<file path="config.mk">
export PLATFORM = sky130hd
export DESIGN_NAME = countdown_ctrl_flat
export DESIGN_NICKNAME = d
export VERILOG_FILES = /design/src/rtl/countdown_ctrl_if.sv /design/src/rtl/countdown_ctrl.sv /design/src/flat_wrapper.sv
export SDC_FILE = /design/constraint.sdc
export NUM_CORES = 1
export LEC_CHECK = 0
export CAP_MARGIN = 20
export CORE_ASPECT_RATIO = 2
export CORE_MARGIN = 5
export CORE_UTILIZATION = 55
export DETAILED_ROUTE_END_ITERATION = 16
export PLACE_DENSITY_LB_ADDON = 0.08
export SYNTH_ARGS = -nofsm -noshare
export SYNTH_HDL_FRONTEND = slang
export SYNTH_SLANG_ARGS = --single-unit
</file>
<file path="constraint.sdc">
create_clock -name clock -period 5.3 [get_ports clock]
set_clock_uncertainty 0.15 [all_clocks]
set_input_delay 1.59 -clock clock [delete_from_list [all_inputs] [get_ports clock]]
set_output_delay 1.59 -clock clock [all_outputs]
set_load 0.05 [all_outputs]
</file>
<file path="src/rtl/countdown_ctrl_if.sv">
// Control/status bundle between the countdown sequencer and its surroundings.
// The master drives the pulses and the preset. The slave (countdown_ctrl) drives the
// digits and status flags.
interface countdown_ctrl_if;

    logic       start_p;
    logic       pause_p;
    logic       clear_p;
    logic [3:0] preset_h;
    logic [3:0] preset_l;
    logic [3:0] TimeH;
    logic [3:0] TimeL;
    logic       tick;
    logic       running;
    logic       done;

    modport master (
        output start_p,
        output pause_p,
        output clear_p,
        output preset_h,
        output preset_l,
        input  TimeH,
        input  TimeL,
        input  tick,
        input  running,
        input  done
    );

    modport slave (
        input  start_p,
        input  pause_p,
        input  clear_p,
        input  preset_h,
        input  preset_l,
        output TimeH,
        output TimeL,
        output tick,
        output running,
        output done
    );

endinterface

</file>
<file path="src/rtl/countdown_ctrl.sv">
// Two-digit BCD countdown sequencer with a start/pause/clear state machine.
// It steps the count down once every TICK_DIV cycles spent in RUN.
// It feeds the seven-segment digit inputs and raises done when the count reaches 00.
module countdown_ctrl #(
    parameter int unsigned TICK_DIV = 50000000,
    parameter int unsigned CNT_W    = 26
) (
    input logic            clock,
    input logic            reset,
    countdown_ctrl_if.slave bus
);

    typedef enum logic [1:0] {
        StIdle,
        StRun,
        StPause,
        StDone
    } state_e;

    localparam logic [CNT_W-1:0] PrescLast = CNT_W'(TICK_DIV - 1);

    state_e           state_q, state_d;
    logic [CNT_W-1:0] presc_q, presc_d;
    logic [3:0]       time_h_q, time_h_d;
    logic [3:0]       time_l_q, time_l_d;
    logic             tick_q, tick_d;
    logic             running_q, running_d;
    logic             done_q, done_d;

    logic [3:0] pre_h, pre_l;
    logic       pre_zero;
    logic [3:0] dec_h, dec_l;
    logic       dec_zero;
    logic       presc_last;

    function automatic logic [3:0] clamp_bcd(input logic [3:0] d);
        return (d > 4'd9) ? 4'd9 : d;
    endfunction

    // Clamp the preset to legal BCD and flag the 00 start value.
    always_comb begin : preset_clamp
        pre_h    = clamp_bcd(bus.preset_h);
        pre_l    = clamp_bcd(bus.preset_l);
        pre_zero = (pre_h == 4'd0) && (pre_l == 4'd0);
    end

    // One BCD step down. RUN never holds 00, so the tens borrow cannot underflow.
    always_comb begin : bcd_decrement
        dec_h = time_h_q;
        dec_l = time_l_q;
        if (time_l_q != 4'd0) begin
            dec_l = time_l_q - 4'd1;
        end else begin
            dec_l = 4'd9;
            dec_h = time_h_q - 4'd1;
        end
        dec_zero   = (dec_h == 4'd0) && (dec_l == 4'd0);
        presc_last = (presc_q == PrescLast);
    end

    // Next-state logic. clear_p outranks everything, and the tick beats a pause on the same edge.
    always_comb begin : next_state
        state_d  = state_q;
        presc_d  = presc_q;
        time_h_d = time_h_q;
        time_l_d = time_l_q;
        tick_d   = 1'b0;

        if (bus.clear_p) begin
            state_d  = StIdle;
            presc_d  = '0;
            time_h_d = pre_h;
            time_l_d = pre_l;
        end else begin
            case (state_q)
                StIdle: begin
                    presc_d  = '0;
                    time_h_d = pre_h;
                    time_l_d = pre_l;
                    if (bus.start_p) begin
                        state_d = pre_zero ? StDone : StRun;
                    end
                end
                StRun: begin
                    if (presc_last) begin
                        presc_d  = '0;
                        tick_d   = 1'b1;
                        time_h_d = dec_h;
                        time_l_d = dec_l;
                        if (dec_zero) begin
                            state_d = StDone;
                        end else if (bus.pause_p) begin
                            state_d = StPause;
                        end
                    end else begin
                        presc_d = presc_q + CNT_W'(1);
                        if (bus.pause_p) begin
                            state_d = StPause;
                        end
                    end
                end
                StPause: begin
                    // Prescaler stays frozen so RUN time before the next tick is preserved.
                    if (bus.start_p || bus.pause_p) begin
                        state_d = StRun;
                    end
                end
                StDone: begin
                    time_h_d = 4'd0;
                    time_l_d = 4'd0;
                end
                default: begin
                    state_d = StIdle;
                end
            endcase
        end

        running_d = (state_d == StRun);
        done_d    = (state_d == StDone);
    end

    // State and output registers. Reset is asynchronous and active low.
    always_ff @(posedge clock or negedge reset) begin : regs
        if (!reset) begin
            state_q   <= StIdle;
            presc_q   <= '0;
            time_h_q  <= 4'd0;
            time_l_q  <= 4'd0;
            tick_q    <= 1'b0;
            running_q <= 1'b0;
            done_q    <= 1'b0;
        end else begin
            state_q   <= state_d;
            presc_q   <= presc_d;
            time_h_q  <= time_h_d;
            time_l_q  <= time_l_d;
            tick_q    <= tick_d;
            running_q <= running_d;
            done_q    <= done_d;
        end
    end

    assign bus.TimeH   = time_h_q;
    assign bus.TimeL   = time_l_q;
    assign bus.tick    = tick_q;
    assign bus.running = running_q;
    assign bus.done    = done_q;

    // Digits stay BCD, and running and done are never high together.
    a_bcd_range : assert property (@(posedge clock) disable iff (!reset)
        (time_h_q <= 4'd9) && (time_l_q <= 4'd9));
    a_status_excl : assert property (@(posedge clock) disable iff (!reset)
        !(running_q && done_q));

endmodule

</file>
<file path="src/flat_wrapper.sv">
// flat-port wrapper written by rule: the top's interface ports become plain ports
module countdown_ctrl_flat 
#(
    parameter int unsigned TICK_DIV = 50000000,
    parameter int unsigned CNT_W    = 26
)
  (clock, reset, bus_start_p, bus_pause_p, bus_clear_p, bus_preset_h, bus_preset_l, bus_TimeH, bus_TimeL, bus_tick, bus_running, bus_done);
  countdown_ctrl_if bus_i ();
  input logic clock;
  input logic reset;
  input wire logic [$bits(bus_i.start_p)-1:0] bus_start_p;
  input wire logic [$bits(bus_i.pause_p)-1:0] bus_pause_p;
  input wire logic [$bits(bus_i.clear_p)-1:0] bus_clear_p;
  input wire logic [$bits(bus_i.preset_h)-1:0] bus_preset_h;
  input wire logic [$bits(bus_i.preset_l)-1:0] bus_preset_l;
  output wire logic [$bits(bus_i.TimeH)-1:0] bus_TimeH;
  output wire logic [$bits(bus_i.TimeL)-1:0] bus_TimeL;
  output wire logic [$bits(bus_i.tick)-1:0] bus_tick;
  output wire logic [$bits(bus_i.running)-1:0] bus_running;
  output wire logic [$bits(bus_i.done)-1:0] bus_done;
  assign bus_i.start_p = bus_start_p;
  assign bus_i.pause_p = bus_pause_p;
  assign bus_i.clear_p = bus_clear_p;
  assign bus_i.preset_h = bus_preset_h;
  assign bus_i.preset_l = bus_preset_l;
  assign bus_TimeH = bus_i.TimeH;
  assign bus_TimeL = bus_i.TimeL;
  assign bus_tick = bus_i.tick;
  assign bus_running = bus_i.running;
  assign bus_done = bus_i.done;
  countdown_ctrl #(.TICK_DIV(TICK_DIV), .CNT_W(CNT_W)) u_core (.clock(clock), .reset(reset), .bus(bus_i));
endmodule
</file>
==> impl_metrics.xml, run 1 <==
<?xml version="1.0" encoding="UTF-8"?>
<metrics>
  <group name="power_and_ir_drop">
    <metric name="powerDensity" unit="nW/µm²">350</metric>
    <metric name="leakagePower" unit="nW">1.13</metric>
    <metric name="ir_worst_vdd" unit="mV">0.205</metric>
  </group>
  <group name="place">
    <metric name="port_buffers" unit="">23</metric>
    <metric name="gp_congestion" unit="">0.856</metric>
    <metric name="hpwlAfterDp" unit="µm">4080</metric>
    <metric name="place_worst_setup_slack" unit="ps">1480</metric>
  </group>
  <group name="logic_synthesis">
    <metric name="synth-seq-cells" unit="">39</metric>
    <metric name="ys.warnings.count" unit="">0</metric>
    <metric name="most_frequently_used_cell_type_in_the_post_synthesis_netlist" unit="">nor2_1</metric>
    <metric name="top_area_cell_type_share_of_the_netlist_area" unit="%">42.2</metric>
    <metric name="synthFlopType" unit="">dfrtp_1</metric>
    <metric name="synth_seq_area_share" unit="%">42.2</metric>
    <metric name="synth_cells" unit="">256</metric>
    <metric name="synth_enable_flop_cells" unit="">0</metric>
    <metric name="yosys-top-cells-count" unit="">nor2_1 (42), dfrtp_1 (39), nand2_1 (20)</metric>
    <metric name="biggest_area_contributors_in_the_synthesized_netlist" unit="">dfrtp_1 (42%), nor2_1 (6.8%), ha_1 (5.4%)</metric>
    <metric name="mappedNetlistNets" unit="">279</metric>
    <metric name="netlist_area" unit="µm²">2310</metric>
    <metric name="netlist.top_cell.by_area" unit="">dfrtp_1</metric>
    <metric name="yosysUniqueCellTypes" unit="">49</metric>
    <metric name="postSynthAreaPerCell" unit="µm²">9.04</metric>
    <metric name="ys_async_sr_fraction" unit="%">100</metric>
  </group>
  <group name="drt">
    <metric name="firstDrtPassIters" unit="">4</metric>
    <metric name="detailroute.via_count" unit="">1946</metric>
    <metric name="drt-wirelength-per-cell" unit="µm">16.4</metric>
    <metric name="vias_per_cell" unit="">5.83</metric>
    <metric name="antenna_left" unit="">0</metric>
    <metric name="drt_iter0_drc" unit="">48</metric>
    <metric name="wl" unit="µm">5490</metric>
    <metric name="drc" unit="">0</metric>
  </group>
  <group name="timing">
    <metric name="timing.setup.tns" unit="ps">0</metric>
    <metric name="report.final.slew_viol_count" unit="">0</metric>
    <metric name="finalWorstSetupSlack" unit="ps">1810</metric>
    <metric name="slew-limit-headroom" unit="%">41.1</metric>
    <metric name="timing_hold_violations_final" unit="">0</metric>
    <metric name="worst-slew-pin-transition" unit="ps">884</metric>
    <metric name="top_achievable_clock_speed" unit="GHz">0.286</metric>
    <metric name="rsz0062_at_grt" unit="">false</metric>
    <metric name="setup_viol" unit="">0</metric>
    <metric name="post-route-min-period" unit="ps">3490</metric>
    <metric name="final_min_period_over_clock_period" unit="%">65.9</metric>
  </group>
  <group name="floorplanning">
    <metric name="die-height" unit="µm">102</metric>
    <metric name="initial_core_util" unit="%">56.6</metric>
    <metric name="die_ar" unit="µm²">5680</metric>
    <metric name="floorplan_die_width" unit="µm">55.9</metric>
    <metric name="placementRows" unit="">33</metric>
    <metric name="core_area" unit="µm²">4090</metric>
    <metric name="pin_count" unit="">24</metric>
  </group>
  <group name="worst_setup_path">
    <metric name="timing.critical_path.slowest_stage_cell" unit="">clkdlybuf4s50_1</metric>
    <metric name="setup.worst_path.end_class" unit="">register</metric>
    <metric name="biggest_fanout_along_the_worst_timing_path" unit="">9</metric>
    <metric name="worstPathCellList" unit="">clkdlybuf4s50_1, or3_1, nand4_1, nor3_1, nand4_1, xor2_1, nor2_1</metric>
    <metric name="path_common_cell" unit="">nand4_1</metric>
    <metric name="critical_setup_path_class" unit="">primary input to register</metric>
    <metric name="cp.required" unit="ps">5320</metric>
    <metric name="r2r-start" unit="">u_core.bus.TimeL[0]</metric>
    <metric name="r2r.worst_path.cells" unit="">8</metric>
    <metric name="crit_path_start" unit="">bus_clear_p</metric>
    <metric name="ff2ff_setup_slack" unit="ps">2680</metric>
    <metric name="timing.rr.end" unit="">u_core.bus.running</metric>
    <metric name="worstPathArrival" unit="ps">3510</metric>
    <metric name="critPathLaunchType" unit="">primary input</metric>
    <metric name="worst_path_largest_cell_delay" unit="ps">620</metric>
  </group>
  <group name="clock_network">
    <metric name="cts.hold.buffers_added" unit="">0</metric>
    <metric name="h_tree_lvls" unit="">2</metric>
    <metric name="cts.repair.resized" unit="">0</metric>
    <metric name="cts_setup_buffers" unit="">0</metric>
    <metric name="cts.sinks" unit="">39</metric>
    <metric name="maximum_number_of_buffers_from_clock_root_to_sink" unit="">2</metric>
    <metric name="clock_tree.root_cell" unit="">clkbuf_8</metric>
    <metric name="tritoncts" unit="">yes</metric>
    <metric name="worst_skew_pair.late_latency" unit="ps">290</metric>
    <metric name="number_of_cts_inserted_buffers" unit="">5</metric>
    <metric name="clock_transition_at_path_regs" unit="ps">70</metric>
  </group>
  <group name="finish">
    <metric name="fillCellCount" unit="">355</metric>
    <metric name="drive_gt1_share" unit="%">7.09</metric>
    <metric name="antenna_cells_inserted" unit="">0</metric>
    <metric name="post-route-util" unit="%">66.5</metric>
    <metric name="area_growth_syn_to_layout" unit="%">17.5</metric>
    <metric name="finalNetCount" unit="">304</metric>
  </group>
  <group name="global_routing">
    <metric name="grt_max_degree" unit="">40</metric>
    <metric name="initial_antenna_violation_count" unit="">0</metric>
    <metric name="grt_first_pass_wirelength" unit="µm">9290</metric>
    <metric name="grt_overflow" unit="">0</metric>
    <metric name="grt_pass1_vias" unit="">2021</metric>
    <metric name="grtUsageTotal" unit="%">20.9</metric>
  </group>
  <group name="min_path">
    <metric name="hold_path_depth" unit="">2</metric>
    <metric name="timing.hold.worst.start" unit="">u_core.presc_q[22]</metric>
    <metric name="hold_path_class" unit="">register to register</metric>
    <metric name="hold-path-endpoint" unit="">u_core.presc_q[22]</metric>
  </group>
  <group name="job">
    <metric name="timing.max_cap.violations" unit="">0</metric>
  </group>
  <group name="outcome">
    <metric name="result_of_the_run" unit="">finished clean</metric>
  </group>
</metrics>
==> stage by stage <==
step                      hold slack, ps  power, mW  instance area (µm²)  instances
after global routing                 427       1.01                 2720        334
after floorplan                      320      0.562                 2310        256
after detailed placement             383      0.665                 2580        326
after global placement               370      0.662                 2580        326
after CTS                            403      0.959                 2720        334
final                                397      0.951                 2720        334
==> placed cells by master (no fill, tap or decap), types with 3 or more instances in the layout <==
| cell type | Yosys | final |
|---|---|---|
| a21oi_1 | 12 | 12 |
| nand3_1 | 6 | 6 |
| nand4_1 | 9 | 9 |
| dfrtp_1 | 39 | 39 |
| ha_1 | 10 | 10 |
| xor2_1 | 11 | 11 |
| nor2_1 | 42 | 42 |
| o21ai_0 | 19 | 19 |
| and3_1 | 3 | 3 |
| nand2_1 | 20 | 20 |
| nor3_1 | 10 | 10 |
| xnor2_1 | 12 | 12 |
| clkdlybuf4s50_1 | 0 | 22 |
| clkbuf_8 | 0 | 5 |
| inv_1 | 13 | 13 |
==> worst max path at each step <==
stage / slack (ps) / depth (start not counted) / endpoint
finish: 1810 / 7 / u_core.presc_q[25]
global route: 1620 / 7 / u_core.presc_q[21]
CTS: 1790 / 7 / u_core.presc_q[25]
detailed placement: 1480 / 7 / u_core.presc_q[21]
global placement: 1570 / 7 / u_core.presc_q[21]
floorplan: 2190 / 7 / u_core.presc_q[22]
==> flip-flops by register name (all words and copies together) (netlist names) <==
register,flops
u_core.bus.TimeH,4
u_core.bus.TimeL,4
u_core.bus.tick,1
u_core.state_q,2
u_core.presc_q,26
u_core.bus.done,1
u_core.bus.running,1
==> power by group <==
group	leakage [nW]	switching [mW]	internal, mW	total, mW
Clock	0.0654	0.104	0.188	0.293
Sequential	0.528	0.0364	0.320	0.356
Combinational	0.533	0.196	0.106	0.302
Total	1.13	0.337	0.614	0.951
==> layout make-up <==
class	count	area [µm²]	area share, %
clock inverter	2	60.1	2.21
timing repair buffer	25	240	8.84
inverter	13	48.8	1.80
tap	52	65.1	2.39
sequential	39	976	35.9
multi-input combinational	197	1250	46.2
clock buffer	6	72.6	2.67
==> critical path, delay by kind of cell <==
family	cells	cell delay (ps)
AND/OR/NAND/NOR	5	1140
buffers and inverters	1	620
XOR/XNOR	1	170
==> layer usage <==
metal	track usage, %	routed length, µm
met3	4.59	210
met1	21.5	2040
met2	38.5	2990
met4	12.2	249
met5	0	0
==> cell families after synthesis <==
kind of cell,synth area share (%)
flops,42.2
xor+xnor,8.71
fa+ha+maj,5.41
compound gates,12.8
buf+inv,3.57
simple gates,27.4
Power figures use the tool's default switching activity.
==> run 2, diff against run 1 <==
clock period = 3.45 ns   (was 5.3 ns; I/O delays follow)
==> run 2 against run 1 <==
Compared with the run above:
- sequential cell count unchanged
- worst hold slack improved by 1.8 ps
- global-route usage down 0.29 points
- cell area is 0.83% lower
- first-iteration DRC count decreased by 29%
- register-to-register slack worse by 1800 ps
- sequential share of layout area rose by 0.30 points
- utilization down 0.55 points
- die area unchanged
- critical path depth is 6 lower
- clock power up 6.8%
- largest power group unchanged
==> impl_metrics.xml, run 2 (synthesis results as in run 1) <==
<?xml version="1.0" encoding="UTF-8"?>
<metrics>
  <group name="global_routing">
    <metric name="globalRoute.busiestLayer" unit="">met2</metric>
    <metric name="gr-usage-met1" unit="%">21.3</metric>
    <metric name="met3_usage" unit="%">3.32</metric>
    <metric name="grt_max_degree" unit="">40</metric>
    <metric name="grtUsageMet2" unit="%">38.1</metric>
    <metric name="initial_antenna_violation_count" unit="">0</metric>
    <metric name="grt_first_pass_wirelength" unit="µm">9080</metric>
    <metric name="grt_overflow" unit="">0</metric>
    <metric name="grt_pass1_vias" unit="">1918</metric>
    <metric name="grtUsageTotal" unit="%">20.6</metric>
  </group>
  <group name="drt">
    <metric name="antenna_left" unit="">0</metric>
    <metric name="drc" unit="">0</metric>
    <metric name="vias_per_cell" unit="">5.85</metric>
    <metric name="drt-wirelength-per-cell" unit="µm">16.2</metric>
    <metric name="detailroute.via_count" unit="">1964</metric>
    <metric name="firstDrtPassIters" unit="">4</metric>
    <metric name="wl" unit="µm">5450</metric>
    <metric name="drt_iter0_drc" unit="">34</metric>
  </group>
  <group name="timing">
    <metric name="finalWorstSetupSlack" unit="ps">643</metric>
    <metric name="timing.setup.tns" unit="ps">0</metric>
    <metric name="worst-slew-pin-transition" unit="ps">853</metric>
    <metric name="final_min_period_over_clock_period" unit="%">81.4</metric>
    <metric name="timing_hold_violations_final" unit="">0</metric>
    <metric name="slew-limit-headroom" unit="%">43.2</metric>
    <metric name="rsz0062_at_grt" unit="">false</metric>
    <metric name="report.final.slew_viol_count" unit="">0</metric>
    <metric name="post-route-min-period" unit="ps">2810</metric>
    <metric name="setup_viol" unit="">0</metric>
    <metric name="worst_hold_slack" unit="ps">399</metric>
    <metric name="top_achievable_clock_speed" unit="GHz">0.356</metric>
  </group>
  <group name="clock_network">
    <metric name="cts.sinks" unit="">39</metric>
    <metric name="cts.hold.buffers_added" unit="">0</metric>
    <metric name="h_tree_lvls" unit="">2</metric>
    <metric name="tritoncts" unit="">yes</metric>
    <metric name="clock_tree.root_cell" unit="">clkbuf_8</metric>
    <metric name="cts_setup_buffers" unit="">0</metric>
    <metric name="worst_skew_pair.late_latency" unit="ps">290</metric>
    <metric name="cts.repair.resized" unit="">0</metric>
    <metric name="number_of_cts_inserted_buffers" unit="">5</metric>
    <metric name="clock_transition_at_path_regs" unit="ps">80</metric>
    <metric name="maximum_number_of_buffers_from_clock_root_to_sink" unit="">2</metric>
  </group>
  <group name="worst_setup_path">
    <metric name="worstPathArrival" unit="ps">1620</metric>
    <metric name="critical_setup_path_class" unit="">register to output port</metric>
    <metric name="critPathLaunchType" unit="">register</metric>
    <metric name="cpLargestDelayFamily" unit="">buffers and inverters</metric>
    <metric name="worst_path_largest_cell_delay" unit="ps">850</metric>
    <metric name="worstPathCellList" unit="">clkdlybuf4s50_1</metric>
    <metric name="timing.critical_path.slowest_stage_cell" unit="">clkdlybuf4s50_1</metric>
    <metric name="crit_buf_inv" unit="">1</metric>
    <metric name="setup.worst_path.end_class" unit="">output port</metric>
    <metric name="biggest_fanout_along_the_worst_timing_path" unit="">5</metric>
    <metric name="cp.required" unit="ps">2260</metric>
  </group>
  <group name="finish">
    <metric name="most-common-layout-cells" unit="">nor2_1 (42), dfrtp_1 (39), clkdlybuf4s50_1 (22)</metric>
    <metric name="mostFrequentLayoutCell" unit="">nor2_1</metric>
    <metric name="fillCellCount" unit="">357</metric>
    <metric name="area_growth_syn_to_layout" unit="%">16.5</metric>
    <metric name="drive_gt1_share" unit="%">8.10</metric>
    <metric name="antenna_cells_inserted" unit="">0</metric>
    <metric name="finalNetCount" unit="">307</metric>
    <metric name="largest_register_ffs" unit="">26</metric>
    <metric name="largest-register" unit="">u_core.presc_q</metric>
  </group>
  <group name="floorplanning">
    <metric name="die-height" unit="µm">102</metric>
    <metric name="initial_core_util" unit="%">56.6</metric>
    <metric name="placementRows" unit="">33</metric>
    <metric name="floorplan_die_width" unit="µm">55.9</metric>
    <metric name="core_area" unit="µm²">4090</metric>
    <metric name="pin_count" unit="">24</metric>
    <metric name="die_ar" unit="µm²">5680</metric>
  </group>
  <group name="place">
    <metric name="port_buffers" unit="">23</metric>
    <metric name="hpwlAfterDp" unit="µm">4080</metric>
    <metric name="place_worst_setup_slack" unit="ps">423</metric>
    <metric name="gp_congestion" unit="">0.896</metric>
  </group>
  <group name="min_path">
    <metric name="hold_path_class" unit="">register to register</metric>
  </group>
  <group name="power_and_ir_drop">
    <metric name="powerDensity" unit="nW/µm²">492</metric>
    <metric name="leakagePower" unit="nW">1.12</metric>
    <metric name="ir_worst_vdd" unit="mV">0.399</metric>
  </group>
  <group name="outcome">
    <metric name="result_of_the_run" unit="">finished clean</metric>
  </group>
  <group name="job">
    <metric name="timing.max_cap.violations" unit="">0</metric>
  </group>
</metrics>
-- run 2: layout make-up --
type	count	area, µm²	area share (%)
inverters	13	48.8	1.81
multi-input cells	197	1250	46.6
repair buffers	28	263	9.75
well taps	52	65.1	2.41
clock inverters	1	5.00	0.186
clock buffers	6	82.6	3.06
flip-flops and latches	39	976	36.2
-- run 2: worst paths after layout --
kind                       slack (ps)  cells past startpoint                   to                 from
max reg2reg                       840                      8   u_core.bus.running  u_core.bus.TimeL[0]
min reg2reg                       400                      1   u_core.presc_q[23]   u_core.presc_q[23]
max                               640                      1         bus_TimeH[0]  u_core.bus.TimeH[0]
min                               400                      1   u_core.presc_q[23]   u_core.presc_q[23]
max in group asynchronous        1920                      1   u_core.presc_q[20]                reset
min in group asynchronous         700                      1  u_core.bus.TimeL[2]                reset
-- run 2: through the flow --
step / util [%] / std cells / power [mW] / cell area [µm²]
final: 65.9 / 336 / 1.33 / 2700
after global routing: 65.9 / 336 / 1.41 / 2700
after CTS: 65.9 / 336 / 1.34 / 2700
after detailed placement: 63.8 / 329 / 1.02 / 2610
after global placement: 63.8 / 329 / 1.01 / 2610
after floorplan: - / 256 / 0.864 / 2310
-- run 2: metal layers --
metal  part of all wire, %  wire, µm  up-vias
li1                      -         -      952
met3                   3.4       186       23
met1                    37      2010      941
met2                    55      2990       48
met4                   4.8       261        0
met5                     0         0        -
-- run 2: worst register-to-register path: cells and delay by family, from the launching register on --
kind / cells / cell delay, ps
compound gates: 2 / 340
fa+ha+maj: 1 / 220
buf+inv: 1 / 140
flops: 1 / 450
simple gates: 4 / 1210
-- run 2: power by group --
part / leakage (nW) / internal [mW] / switching (mW) / total [mW]
logic: 0.546 / 0.165 / 0.299 / 0.464
clock network: 0.0470 / 0.157 / 0.156 / 0.313
registers: 0.528 / 0.492 / 0.0568 / 0.549
total: 1.12 / 0.814 / 0.512 / 1.33
==> run 3, diff against run 2 <==
clock period = 2.89 ns   (was 3.45 ns; I/O delays follow)
==> run 3 against run 2 <==
Compared with the run above:
- combinational power rose by 24%
- clock power rose by 16%
- worst setup slack got worse by 380 ps
- critical endpoint unchanged
==> impl_metrics.xml, run 3 (synthesis results as in run 1) <==
<?xml version="1.0" encoding="UTF-8"?>
<metrics>
  <group name="drt">
    <metric name="vias_per_cell" unit="">5.86</metric>
    <metric name="detailroute.via_count" unit="">1998</metric>
    <metric name="antenna_left" unit="">0</metric>
    <metric name="drt_iter0_drc" unit="">45</metric>
    <metric name="firstDrtPassIters" unit="">4</metric>
    <metric name="wl" unit="µm">5430</metric>
    <metric name="drc" unit="">0</metric>
    <metric name="drt-wirelength-per-cell" unit="µm">15.9</metric>
  </group>
  <group name="clock_network">
    <metric name="maximum_number_of_buffers_from_clock_root_to_sink" unit="">2</metric>
    <metric name="h_tree_lvls" unit="">2</metric>
    <metric name="cts.repair.resized" unit="">0</metric>
    <metric name="tritoncts" unit="">yes</metric>
    <metric name="worst_skew_pair.late_latency" unit="ps">290</metric>
    <metric name="number_of_cts_inserted_buffers" unit="">5</metric>
    <metric name="clock_transition_at_path_regs" unit="ps">70</metric>
    <metric name="cts.sinks" unit="">39</metric>
    <metric name="cts_setup_buffers" unit="">0</metric>
    <metric name="cts.hold.buffers_added" unit="">0</metric>
    <metric name="clock_tree.root_cell" unit="">clkbuf_8</metric>
  </group>
  <group name="timing">
    <metric name="worst-slew-pin-transition" unit="ps">497</metric>
    <metric name="timing.setup.tns" unit="ps">0</metric>
    <metric name="post-route-min-period" unit="ps">2630</metric>
    <metric name="timing_hold_violations_final" unit="">0</metric>
    <metric name="setup_viol" unit="">0</metric>
    <metric name="top_achievable_clock_speed" unit="GHz">0.381</metric>
    <metric name="rsz0062_at_grt" unit="">false</metric>
    <metric name="report.final.slew_viol_count" unit="">0</metric>
    <metric name="final_min_period_over_clock_period" unit="%">90.9</metric>
    <metric name="slew-limit-headroom" unit="%">66.8</metric>
  </group>
  <group name="floorplanning">
    <metric name="floorplan_die_width" unit="µm">55.9</metric>
    <metric name="initial_core_util" unit="%">56.6</metric>
    <metric name="core_area" unit="µm²">4090</metric>
    <metric name="pin_count" unit="">24</metric>
    <metric name="die-height" unit="µm">102</metric>
    <metric name="placementRows" unit="">33</metric>
    <metric name="die_ar" unit="µm²">5680</metric>
  </group>
  <group name="outcome">
    <metric name="result_of_the_run" unit="">finished clean</metric>
  </group>
  <group name="worst_setup_path">
    <metric name="cpLargestDelayFamily" unit="">buffers and inverters</metric>
    <metric name="setup.worst_path.end_class" unit="">output port</metric>
    <metric name="timing.critical_path.slowest_stage_cell" unit="">clkdlybuf4s50_1</metric>
    <metric name="critical_setup_path_class" unit="">register to output port</metric>
    <metric name="worstPathCellList" unit="">clkdlybuf4s50_1</metric>
    <metric name="biggest_fanout_along_the_worst_timing_path" unit="">5</metric>
    <metric name="crit_buf_inv" unit="">1</metric>
    <metric name="cp.required" unit="ps">1870</metric>
    <metric name="worstPathArrival" unit="ps">1610</metric>
    <metric name="worst_path_largest_cell_delay" unit="ps">850</metric>
    <metric name="critPathLaunchType" unit="">register</metric>
  </group>
  <group name="power_and_ir_drop">
    <metric name="power.share.clock" unit="%">22.9</metric>
    <metric name="leakagePower" unit="nW">1.15</metric>
    <metric name="net_switching_fraction_of_the_power" unit="%">37.9</metric>
    <metric name="combPwrFrac" unit="%">36.4</metric>
    <metric name="ir_worst_vdd" unit="mV">0.421</metric>
    <metric name="int_pwr" unit="µW">983</metric>
    <metric name="power_frac_seq" unit="%">40.7</metric>
    <metric name="net-switching-power" unit="µW">601</metric>
    <metric name="powerDensity" unit="nW/µm²">580</metric>
  </group>
  <group name="finish">
    <metric name="largest_register_ffs" unit="">26</metric>
    <metric name="antenna_cells_inserted" unit="">0</metric>
    <metric name="largest-register" unit="">u_core.presc_q</metric>
    <metric name="mostFrequentLayoutCell" unit="">nor2_1</metric>
    <metric name="most-common-layout-cells" unit="">nor2_1 (42), dfrtp_1 (39), clkdlybuf4s50_1 (22)</metric>
    <metric name="area_growth_syn_to_layout" unit="%">18.1</metric>
    <metric name="drive_gt1_share" unit="%">9.69</metric>
    <metric name="post-route-util" unit="%">66.9</metric>
    <metric name="fillCellCount" unit="">337</metric>
    <metric name="finalNetCount" unit="">312</metric>
  </group>
  <group name="place">
    <metric name="hpwlAfterDp" unit="µm">4130</metric>
    <metric name="port_buffers" unit="">23</metric>
    <metric name="gp_congestion" unit="">0.846</metric>
  </group>
  <group name="global_routing">
    <metric name="grt_max_degree" unit="">40</metric>
    <metric name="grt_first_pass_wirelength" unit="µm">9360</metric>
    <metric name="grt_overflow" unit="">0</metric>
    <metric name="grt_pass1_vias" unit="">2073</metric>
    <metric name="initial_antenna_violation_count" unit="">0</metric>
    <metric name="grtUsageTotal" unit="%">20.7</metric>
  </group>
  <group name="min_path">
    <metric name="hold_path_class" unit="">register to register</metric>
  </group>
  <group name="job">
    <metric name="timing.max_cap.violations" unit="">0</metric>
  </group>
</metrics>
run 3: cell types whose count changed in the layout (fill, tap and decap cells not counted):
cell	before	now
buf_4	5	10
run 3: layout make-up:
class | count | area (µm²) | area share (%)
multi-input combinational | 197 | 1250 | 45.9
tap | 52 | 65.1 | 2.38
clock buffer | 6 | 82.6 | 3.02
timing repair buffer | 33 | 300 | 11.0
sequential | 39 | 976 | 35.7
clock inverter | 1 | 5.00 | 0.183
inverter | 13 | 48.8 | 1.79
run 3: worst paths after layout:
path | start | endpoint | cells after the start | slack (ps)
setup reg to reg | u_core.bus.TimeL[1] | u_core.bus.running | 8 | 320
max in group asynchronous | reset | u_core.presc_q[23] | 2 | 1760
hold reg to reg | u_core.presc_q[22] | u_core.presc_q[22] | 2 | 400
hold / removal | u_core.presc_q[22] | u_core.presc_q[22] | 2 | 400
setup / recovery | u_core.bus.TimeH[0] | bus_TimeH[0] | 1 | 260
min in group asynchronous | reset | u_core.bus.TimeH[1] | 2 | 480
run 3: per-stage QoR:
stage | power, mW | setup WS, ps | area (µm²) | hold WS (ps) | instances
final | 1.58 | 263 | 2730 | 396 | 341
after global placement | 1.22 | 101 | 2650 | 375 | 334
after global routing | 1.67 | 180 | 2730 | 417 | 341
after detailed placement | 1.23 | 104 | 2650 | 384 | 334
after floorplan | 1.03 | 353 | 2310 | 320 | 256
after CTS | 1.60 | 257 | 2730 | 397 | 341
run 3: tightest hold or removal path, cell delays in order (launching register included):
cell and delay, ps:
dfrtp_1 360, xnor2_1 120, nor2_1 40
run 3: layer usage:
layer	GRT usage [%]	wire [µm]
met1	21.2	2020
met2	40.1	3070
met3	3.44	180
met4	9.87	165
met5	0	0
run 3: power groups by stage:
| stage | clock network [mW] | logic, mW | registers, mW |
|---|---|---|---|
| floorplan | 0 | 0.255 | 0.776 |
| global placement | 0 | 0.571 | 0.653 |
| detailed placement | 0 | 0.579 | 0.655 |
| CTS | 0.376 | 0.581 | 0.644 |
| global route | 0.392 | 0.628 | 0.650 |
| finish | 0.363 | 0.576 | 0.645 |
